**src/rtl/prog_pkg.sv**
```systemverilog
// Shared codes, step count and state encoding for the RTC programming sequencer.
// Macro PROG_TRIGGER_READ_EN appends the read-launch strobe 5'h1D to the table.
package prog_pkg;

   localparam int IDX_W  = 5;
   localparam int CODE_W = 5;

   typedef logic [CODE_W-1:0] code_t;

   // ctrl_W codes understood by Deco_programar
   localparam code_t C_IDLE       = 5'h00;
   localparam code_t C_REG_FIRST  = 5'h01;
   localparam code_t C_REG_LAST   = 5'h14;
   localparam code_t C_FIN        = 5'h15;
   localparam code_t C_BUS_IDLE   = 5'h16;
   localparam code_t C_BUS_SETUP1 = 5'h17;
   localparam code_t C_BUS_SETUP2 = 5'h1A;
   localparam code_t C_BUS_SETUP3 = 5'h18;
   localparam code_t C_BUS_SETUP4 = 5'h19;
   localparam code_t C_CLOSE1     = 5'h1B;
   localparam code_t C_CLOSE2     = 5'h1C;
   localparam code_t C_INI_E      = 5'h1D;

   // idx range carrying the ascending address/data codes 01..14
   localparam int REG_IDX_FIRST = 5;
   localparam int REG_IDX_LAST  = 24;

`ifdef PROG_TRIGGER_READ_EN
   localparam int PROG_STEPS = 29;
`else
   localparam int PROG_STEPS = 28;
`endif

   typedef enum logic [0:0] {
      IDLE = 1'b0,
      RUN  = 1'b1
   } state_t;

endpackage

```
**src/rtl/fsm_programar_if.sv**
```systemverilog
// Handshake bundle between the write sequencer and its requester/observer.
interface fsm_programar_if;
   import prog_pkg::*;

   logic  start_W;
   code_t ctrl_W;
   logic  busy_W;
   logic  done_W;

   modport master (output start_W, input ctrl_W, busy_W, done_W);
   modport slave  (input start_W, output ctrl_W, busy_W, done_W);

endinterface

```
**src/rtl/prog_step_rom.sv**
```systemverilog
// Combinational step table: sequence index -> ctrl_W code.
// Entry 28 (5'h1D) exists only when PROG_TRIGGER_READ_EN is defined.
module prog_step_rom
   import prog_pkg::*;
(
   input  logic [IDX_W-1:0] i_idx,
   output code_t            o_code
);

   always_comb begin
      o_code = C_IDLE;
      case (i_idx)
         5'd0:  o_code = C_BUS_IDLE;
         5'd1:  o_code = C_BUS_SETUP1;
         5'd2:  o_code = C_BUS_SETUP2;
         5'd3:  o_code = C_BUS_SETUP3;
         5'd4:  o_code = C_BUS_SETUP4;
         5'd25: o_code = C_CLOSE1;
         5'd26: o_code = C_CLOSE2;
         5'd27: o_code = C_FIN;
`ifdef PROG_TRIGGER_READ_EN
         5'd28: o_code = C_INI_E;
`endif
         default: begin
            // address/data pairs: code = idx - 4, giving 01..14
            if (i_idx >= IDX_W'(REG_IDX_FIRST) && i_idx <= IDX_W'(REG_IDX_LAST))
               o_code = i_idx - IDX_W'(REG_IDX_FIRST - 1);
         end
      endcase
   end

endmodule

```
**src/rtl/fsm_programar.sv**
```systemverilog
// RTC write sequencer: steps ctrl_W through the programming table, holding each code
// STEP_CYCLES clocks. Macro PROG_TRIGGER_READ_EN adds the trailing 5'h1D step.
module fsm_programar
   import prog_pkg::*;
#(
   parameter int STEP_CYCLES = 10,
   parameter int CNT_W       = 4
) (
   input  logic            clk,
   input  logic            reset,
   fsm_programar_if.slave  bus
);

   localparam logic [CNT_W-1:0] LP_CNT_LAST = CNT_W'(STEP_CYCLES - 1);
   localparam logic [IDX_W-1:0] LP_IDX_LAST = IDX_W'(PROG_STEPS - 1);

   state_t           r_state, w_state_nxt;
   logic [IDX_W-1:0] r_idx,   w_idx_nxt;
   logic [CNT_W-1:0] r_cnt,   w_cnt_nxt;
   logic             w_done_nxt;
   code_t            w_rom_code;
   code_t            r_ctrl;
   logic             r_busy;
   logic             r_done;

   always_comb begin
      w_state_nxt = r_state;
      w_idx_nxt   = r_idx;
      w_cnt_nxt   = r_cnt;
      w_done_nxt  = 1'b0;
      case (r_state)
         IDLE: begin
            if (bus.start_W) begin
               w_state_nxt = RUN;
               w_idx_nxt   = '0;
               w_cnt_nxt   = '0;
            end
         end
         RUN: begin
            if (r_cnt == LP_CNT_LAST) begin
               w_cnt_nxt = '0;
               if (r_idx == LP_IDX_LAST) begin
                  w_state_nxt = IDLE;
                  w_idx_nxt   = '0;
                  w_done_nxt  = 1'b1;
               end else begin
                  w_idx_nxt = r_idx + IDX_W'(1);
               end
            end else begin
               w_cnt_nxt = r_cnt + CNT_W'(1);
            end
         end
         default: w_state_nxt = IDLE;
      endcase
   end

   // Look up the code for the upcoming index so ctrl_W can be registered alongside it
   prog_step_rom u_rom (
      .i_idx  (w_idx_nxt),
      .o_code (w_rom_code)
   );

   always_ff @(posedge clk) begin
      if (reset) begin
         r_state <= IDLE;
         r_idx   <= '0;
         r_cnt   <= '0;
         r_ctrl  <= C_IDLE;
         r_busy  <= 1'b0;
         r_done  <= 1'b0;
      end else begin
         r_state <= w_state_nxt;
         r_idx   <= w_idx_nxt;
         r_cnt   <= w_cnt_nxt;
         r_ctrl  <= (w_state_nxt == RUN) ? w_rom_code : C_IDLE;
         r_busy  <= (w_state_nxt == RUN);
         r_done  <= w_done_nxt;
      end
   end

   assign bus.ctrl_W = r_ctrl;
   assign bus.busy_W = r_busy;
   assign bus.done_W = r_done;

endmodule
```
**src/flat_wrapper.sv**
```systemverilog
// flat-port wrapper written by rule: the top's interface ports become plain ports
module fsm_programar_flat import prog_pkg::*;
#(
   parameter int STEP_CYCLES = 10,
   parameter int CNT_W       = 4
)
  (clk, reset, bus_start_W, bus_ctrl_W, bus_busy_W, bus_done_W);
  fsm_programar_if bus_i ();
  input  logic clk;
  input  logic reset;
  input wire logic [$bits(bus_i.start_W)-1:0] bus_start_W;
  output wire logic [$bits(bus_i.ctrl_W)-1:0] bus_ctrl_W;
  output wire logic [$bits(bus_i.busy_W)-1:0] bus_busy_W;
  output wire logic [$bits(bus_i.done_W)-1:0] bus_done_W;
  assign bus_i.start_W = bus_start_W;
  assign bus_ctrl_W = bus_i.ctrl_W;
  assign bus_busy_W = bus_i.busy_W;
  assign bus_done_W = bus_i.done_W;
  fsm_programar #(.STEP_CYCLES(STEP_CYCLES), .CNT_W(CNT_W)) u_core (.clk(clk), .reset(reset), .bus(bus_i));
endmodule
```
**config.mk**
```make
export PLATFORM = sky130hd
export DESIGN_NAME = fsm_programar_flat
export DESIGN_NICKNAME = d
export VERILOG_FILES = /design/src/rtl/prog_pkg.sv /design/src/rtl/fsm_programar_if.sv /design/src/rtl/prog_step_rom.sv /design/src/rtl/fsm_programar.sv /design/src/flat_wrapper.sv
export SDC_FILE = /design/constraint.sdc
export NUM_CORES = 1
export LEC_CHECK = 0
export BUFFER_PORTS_ARGS = -buffer_cell sky130_fd_sc_hd__buf_2
export CORE_MARGIN = 3
export CORE_UTILIZATION = 40
export CTS_CLUSTER_SIZE = 30
export DETAILED_ROUTE_END_ITERATION = 7
export SLEW_MARGIN = 10
export SYNTH_ARGS = -nofsm -noshare
export SYNTH_HDL_FRONTEND = slang
export SYNTH_HIERARCHICAL = 1
export SYNTH_SLANG_ARGS = --single-unit
```
**constraint.sdc**
```tcl
create_clock -name clk -period 2.6 [get_ports clk]
set_input_delay 0.26 -clock clk [delete_from_list [all_inputs] [get_ports clk]]
set_output_delay 0.26 -clock clk [all_outputs]
set_load 0.02 [all_outputs]
```
Word-level counts from Yosys, hierarchy flattened

Index checks and enable logic that the tools add are counted.
Widths: inputs -> output; s select.

Order comparisons: 2
Reductions and logical operators: 4
Equality and inequality tests: 10
Add/sub/neg operators: 3
Muxes and demuxes: 14
Bitwise operators: 3

Operators with widths:

| cell                | number |
|---|---|
| $pmux 5 s8          | 1 |
| $eq 5x5->1 const B  | 4 |
| $mux 5              | 4 |
| $eq 5x2->1 const B  | 2 |
| $pmux 5 s2          | 1 |
| $mux 4              | 2 |
| $pmux 4 s2          | 1 |
| $add 5x1->5 const B | 1 |
| $eq 5x1->1 const B  | 1 |
| $eq 5x3->1 const B  | 1 |
| $ge 5x3->1 const B  | 1 |
| $le 5x5->1 const B  | 1 |
| $logic_not 5->1     | 1 |
| $sub 5x3->5 const B | 1 |
| $add 4x1->4 const B | 1 |
| $eq 4x4->1 const B  | 1 |
| $mux 1              | 4 |
| $not 1->1           | 3 |
| $reduce_or 3->1     | 1 |
| $ne 2x2->1 const B  | 1 |
| $pmux 1 s2          | 1 |
| $reduce_or 2->1     | 1 |
| $logic_and 1x1->1   | 1 |

Input bits: 3
Register bits: 16

Depth between registers and ports, before layout

Depth in word-level cells: 8
Depth in mapped cells: 13

By module

The synthesis kept the hierarchy.

Modules (own cells, without submodules):

| module        | area each (um2) | times used | seq. area each (um2) | cells an instance |
|---|---|---|---|---|
| fsm_programar | 743.2           | 1          | 320.3                | 82 |
| prog_step_rom | 275.3           | 1          | 0.0                  | 38 |

Least setup slack after synthesis

OpenSTA, ideal clock, no wires.

Kind: register to register
Start point: register u_core.r_cnt[0]
End point: register u_core.r_ctrl[3], in the netlist u_core/bus.ctrl_W[3]
Path slack: 0.016 ns
Library setup time: 0.115 ns
Path buffers: 0
Clock period less this slack: 2.584 ns
Arrival: 2.469 ns
Cell stages (with the launch flop): 12
Cells stage by stage: dfxtp_1 -> ha_1 -> and3b_4 -> nand4_1 -> mux2i_1 -> nor3_1 -> inv_1 -> ha_1 -> a21oi_1 -> o311a_4 -> o32ai_2 -> and2_1

Longest elaborated chain between the ends: 7
Elaborated cells on any way between the ends: 21

RTL lines:

| element                                  | line                | text |
|---|---|---|
| start, declared                          | fsm_programar.sv:19 | `logic [CNT_W-1:0] r_cnt, w_cnt_nxt;` |
| start signal, assigned                   | fsm_programar.sv:74 | `r_cnt <= w_cnt_nxt;` |
| $eq 4x4->1 *                             | fsm_programar.sv:40 | `if (r_cnt == LP_CNT_LAST) begin` |
| $mux 5 *                                 | fsm_programar.sv:40 |  |
| $pmux 5 s2 *                             | fsm_programar.sv:31 | `case (r_state)` |
| net u_core.w_idx_nxt[3]                  | fsm_programar.sv:18 | `logic [IDX_W-1:0] r_idx, w_idx_nxt;` |
| $ge 5x3->1 or $le 5x5->1 (tied branches) | prog_step_rom.sv:26 | `if (i_idx >= IDX_W'(REG_IDX_FIRST) && i_idx <= IDX_W'(REG_IDX_LAST))` |
| $logic_and 1x1->1                        | prog_step_rom.sv:26 |  |
| $mux 5                                   | prog_step_rom.sv:26 |  |
| $pmux 5 s8 *                             | prog_step_rom.sv:12 | `case (i_idx)` |
| net u_core.w_rom_code[3]                 | fsm_programar.sv:21 | `code_t w_rom_code;` |
| end signal, assigned                     | fsm_programar.sv:75 | `r_ctrl <= (w_state_nxt == RUN) ? w_rom_code : C_IDLE;` |
| end, declared                            | fsm_programar.sv:22 | `code_t r_ctrl;` |

The timed path passes the listed nets; every way through them passes the cells marked *.
A chain may end at the register's enable or synchronous reset.

Final worst setup path

Start point: register u_core.r_cnt[1]
End point: register u_core.r_ctrl[3], in the netlist u_core/bus.ctrl_W[3]

Same word-level chain as after synthesis.

==> reports/qor.yml <==
pwr-share-clk_pct: 29.2
grt_pass1_vias: 774
fin_util_pct: 49.9
tightest_slew_ns: 0.405
wl_um: 2050
ys_async_sr_fraction_pct: 0
cp_common_cell: "inv_1"
synth_cells: 120
yosys.area_share.simple_pct: 31.3
grt_max_degree: 13
dp_hpwl_um: 1500
switching_share_pct: 24.7
grt_pass1_wl_um: 3330
syn_nets: 130
power_mw: 0.431
worstSetupStartpointType: "flip-flop"
cts.clk_slew.worst_paths_ns: 0.09
htree_num_levels: 1
cp.required_ns: 2.78
end_kind: "flip-flop"
cts_made_buffers: 3
p_int_mw: 0.324
drt_iter0_drc: 23
fin_hold_ws_ns: 0.306
num_io_pins: 10
synthTopCellsByCount: "16 x dfxtp_1, 11 x a21oi_1, 11 x nand2_1"
grt-ovfl-total: 0
hold_buffers: 0
cpPeakStageDelay_ns: 0.33
slew_violations: 0
hold_class: "in2reg"
ys_ff_latch: 16
synth_compound_area_share_pct: 19.3
synthFlopType: "dfxtp_1"
synth_top_area_share_pct: 31.4
yosysMostFrequentCell: "dfxtp_1"
fin_crit_sh_pct: 94.9
wl_per_cell_um: 12.7
grt_use_total_pct: 12.9
place_area_mm2: 0.00110
syn-cell-area_mm2: 0.00102
worstSkewPairLatency_ns: 0.28
crit_buf_inv: 2
ir_drop_uv: 232
synth_edf_count: 0
cp_slowest_cell: "dfxtp_1"
synthXorXnorAreaFrac_pct: 1.72
cts.sinks: 16
cp.arrival_ns: 2.65
finalCriticalPeriod_ns: 2.47
slew_headroom_pct: 73.0
finalInstanceArea_mm2: 0.00116
antenna_found_initial: 0
portBuffers: 9
setup_viol: 0
dr_total_vias: 883
crit_chain: "inv_1 -> ha_2 -> nand4b_1 -> nor3_1 -> o21ai_1 -> nand2_2 -> inv_1 -> ha_1 -> and3_2 -> a211oi_1 -> o32ai_2 -> and2_1"
avgSynthCellArea_um2: 8.49
drc_errors: 0
hold_viol: 0
synth_top_cell_by_area: "dfxtp_1"
area_growth_syn_to_layout_pct: 13.5
start_util_pct: 43.9
gp_congestion: 0.813
clock_skew_ns: 0.00369
root_buffer: "clkbuf_4"
coreArea_mm2: 0.00232
cp_max_fo: 5
nNetsFinal: 145
fin_ws_ns: 0.133
place_ws_ns: 0.0470
p_switching_mw: 0.106
die_h_um: 56.5
p_leak_nw: 0.443
critical_path.top_delay_family: "simple AND/OR/NAND/NOR gates"
synth_top_family_by_area: "simple AND/OR/NAND/NOR gates"
synth_adder_area_share_pct: 8.60
muxShareOfSynthArea_pct: 3.44
cts_tree: "done"
ant_nets: 0
drv_cap: 0
powerDensity_mw_per_mm2: 373
antenna_cells: 0
synth-seq-area-share_pct: 31.4
drive_gt1_share_pct: 24.1
rows: 17
seqPwrFrac_pct: 60.2
p_comb_share_pct: 10.6
clock_path_buffers: 2
clock.fmax_ghz: 0.405
drtPass1Iterations: 4
crit_type: "reg2reg"
synthTopCellsByArea: "dfxtp_1 31%, ha_1 8.6%, a21oi_1 5.4%, and2_1 4.3%, nand2_1 4.1%"
status: "finished, final reports clean"
fp.dieW_um: 56.5
viasPerCell: 5.48
ys_types: 41
die_area_mm2: 0.00319
yosys_warnings: 6
power groups by stage:
stage               Sequential [mW]  Clock [mW]  Combinational (mW)
floorplan                     0.269           0              0.0240
global placement              0.265           0              0.0447
detailed placement            0.265           0              0.0450
CTS                           0.259       0.131              0.0453
global route                  0.261       0.140              0.0503
finish                        0.259       0.126              0.0459
worst min-delay path: stages:
cell and delay [ns]:
buf_2 0.10, nor3_1 0.04, a21oi_1 0.11, nor2_1 0.04
area by class of cell:
type / count / area [um2]
clock buffer: 3 / 22.5
tap: 28 / 35.0
fill: 229 / 1160
multi-input combinational: 95 / 676
inverter: 5 / 18.8
timing repair buffer: 14 / 82.6
sequential: 16 / 322
final timing paths:
kind	start	to	slack, ns	depth (start not counted)
max reg2reg	u_core/r_cnt[1]	u_core/bus.ctrl_W[3]	0.13	12
min	bus_start_W	u_core/r_cnt[1]	0.31	4
min reg2reg	u_core/r_idx[0]	u_core/r_idx[0]	0.53	2
max	u_core/r_cnt[1]	u_core/bus.ctrl_W[3]	0.13	12
cells by family (layout without fill, tap and decap cells):
logic type | Yosys count | after routing
XOR/XNOR | 2 | 2
buffers and inverters | 9 | 22
AND/OR/NAND/NOR | 54 | 54
AO/OA/AOI/OAI | 29 | 29
adder cells (fa/ha/maj) | 7 | 7
flip-flops | 16 | 16
multiplexers | 3 | 3
metal layers:
metal,up-vias,GRT usage [%],share of wire (%)
li1,459,-,-
met1,398,17.7,51
met2,26,19.8,44
met3,0,3.68,5.0
met4,0,3.05,0
met5,-,0,0
flip-flops by register name, indices dropped and copies added (netlist names):
name               flops
u_core/bus.done_W      1
u_core/r_idx           5
u_core/bus.busy_W      1
u_core/bus.ctrl_W      5
u_core/r_cnt           4
through the flow:
step | TNS, ns | instances
finish | 0 | 161
global route | -0.0541 | 161
CTS | 0 | 160
detailed placement | 0 | 157
global placement | 0 | 157
floorplan | 0 | 120
cells in the final DEF, fill, tap and decap left out, types with 2 or more instances in the layout:
cell type,instances
xnor2_1,2
o21ai_1,4
ha_1,6
dfxtp_1,15
a211oi_1,2
a31oi_1,3
nor3_4,2
nand3b_1,2
nor3_1,4
buf_4,5
clkbuf_4,3
nor2_1,7
nand4b_1,2
nand2b_1,2
o21ai_0,3
buf_2,9
inv_1,4
nand2_1,10
and2_1,7
nor2b_1,2
nand3_1,5
a21oi_1,11
what timing repair did:
| action | in CTS | in global routing |
|---|---|---|
| setup endpoints to repair | 0 | 5 |
| setup buffers | 0 | 1 |
| gates resized for setup | 0 | 7 |
(Power assumes the default switching activity.)
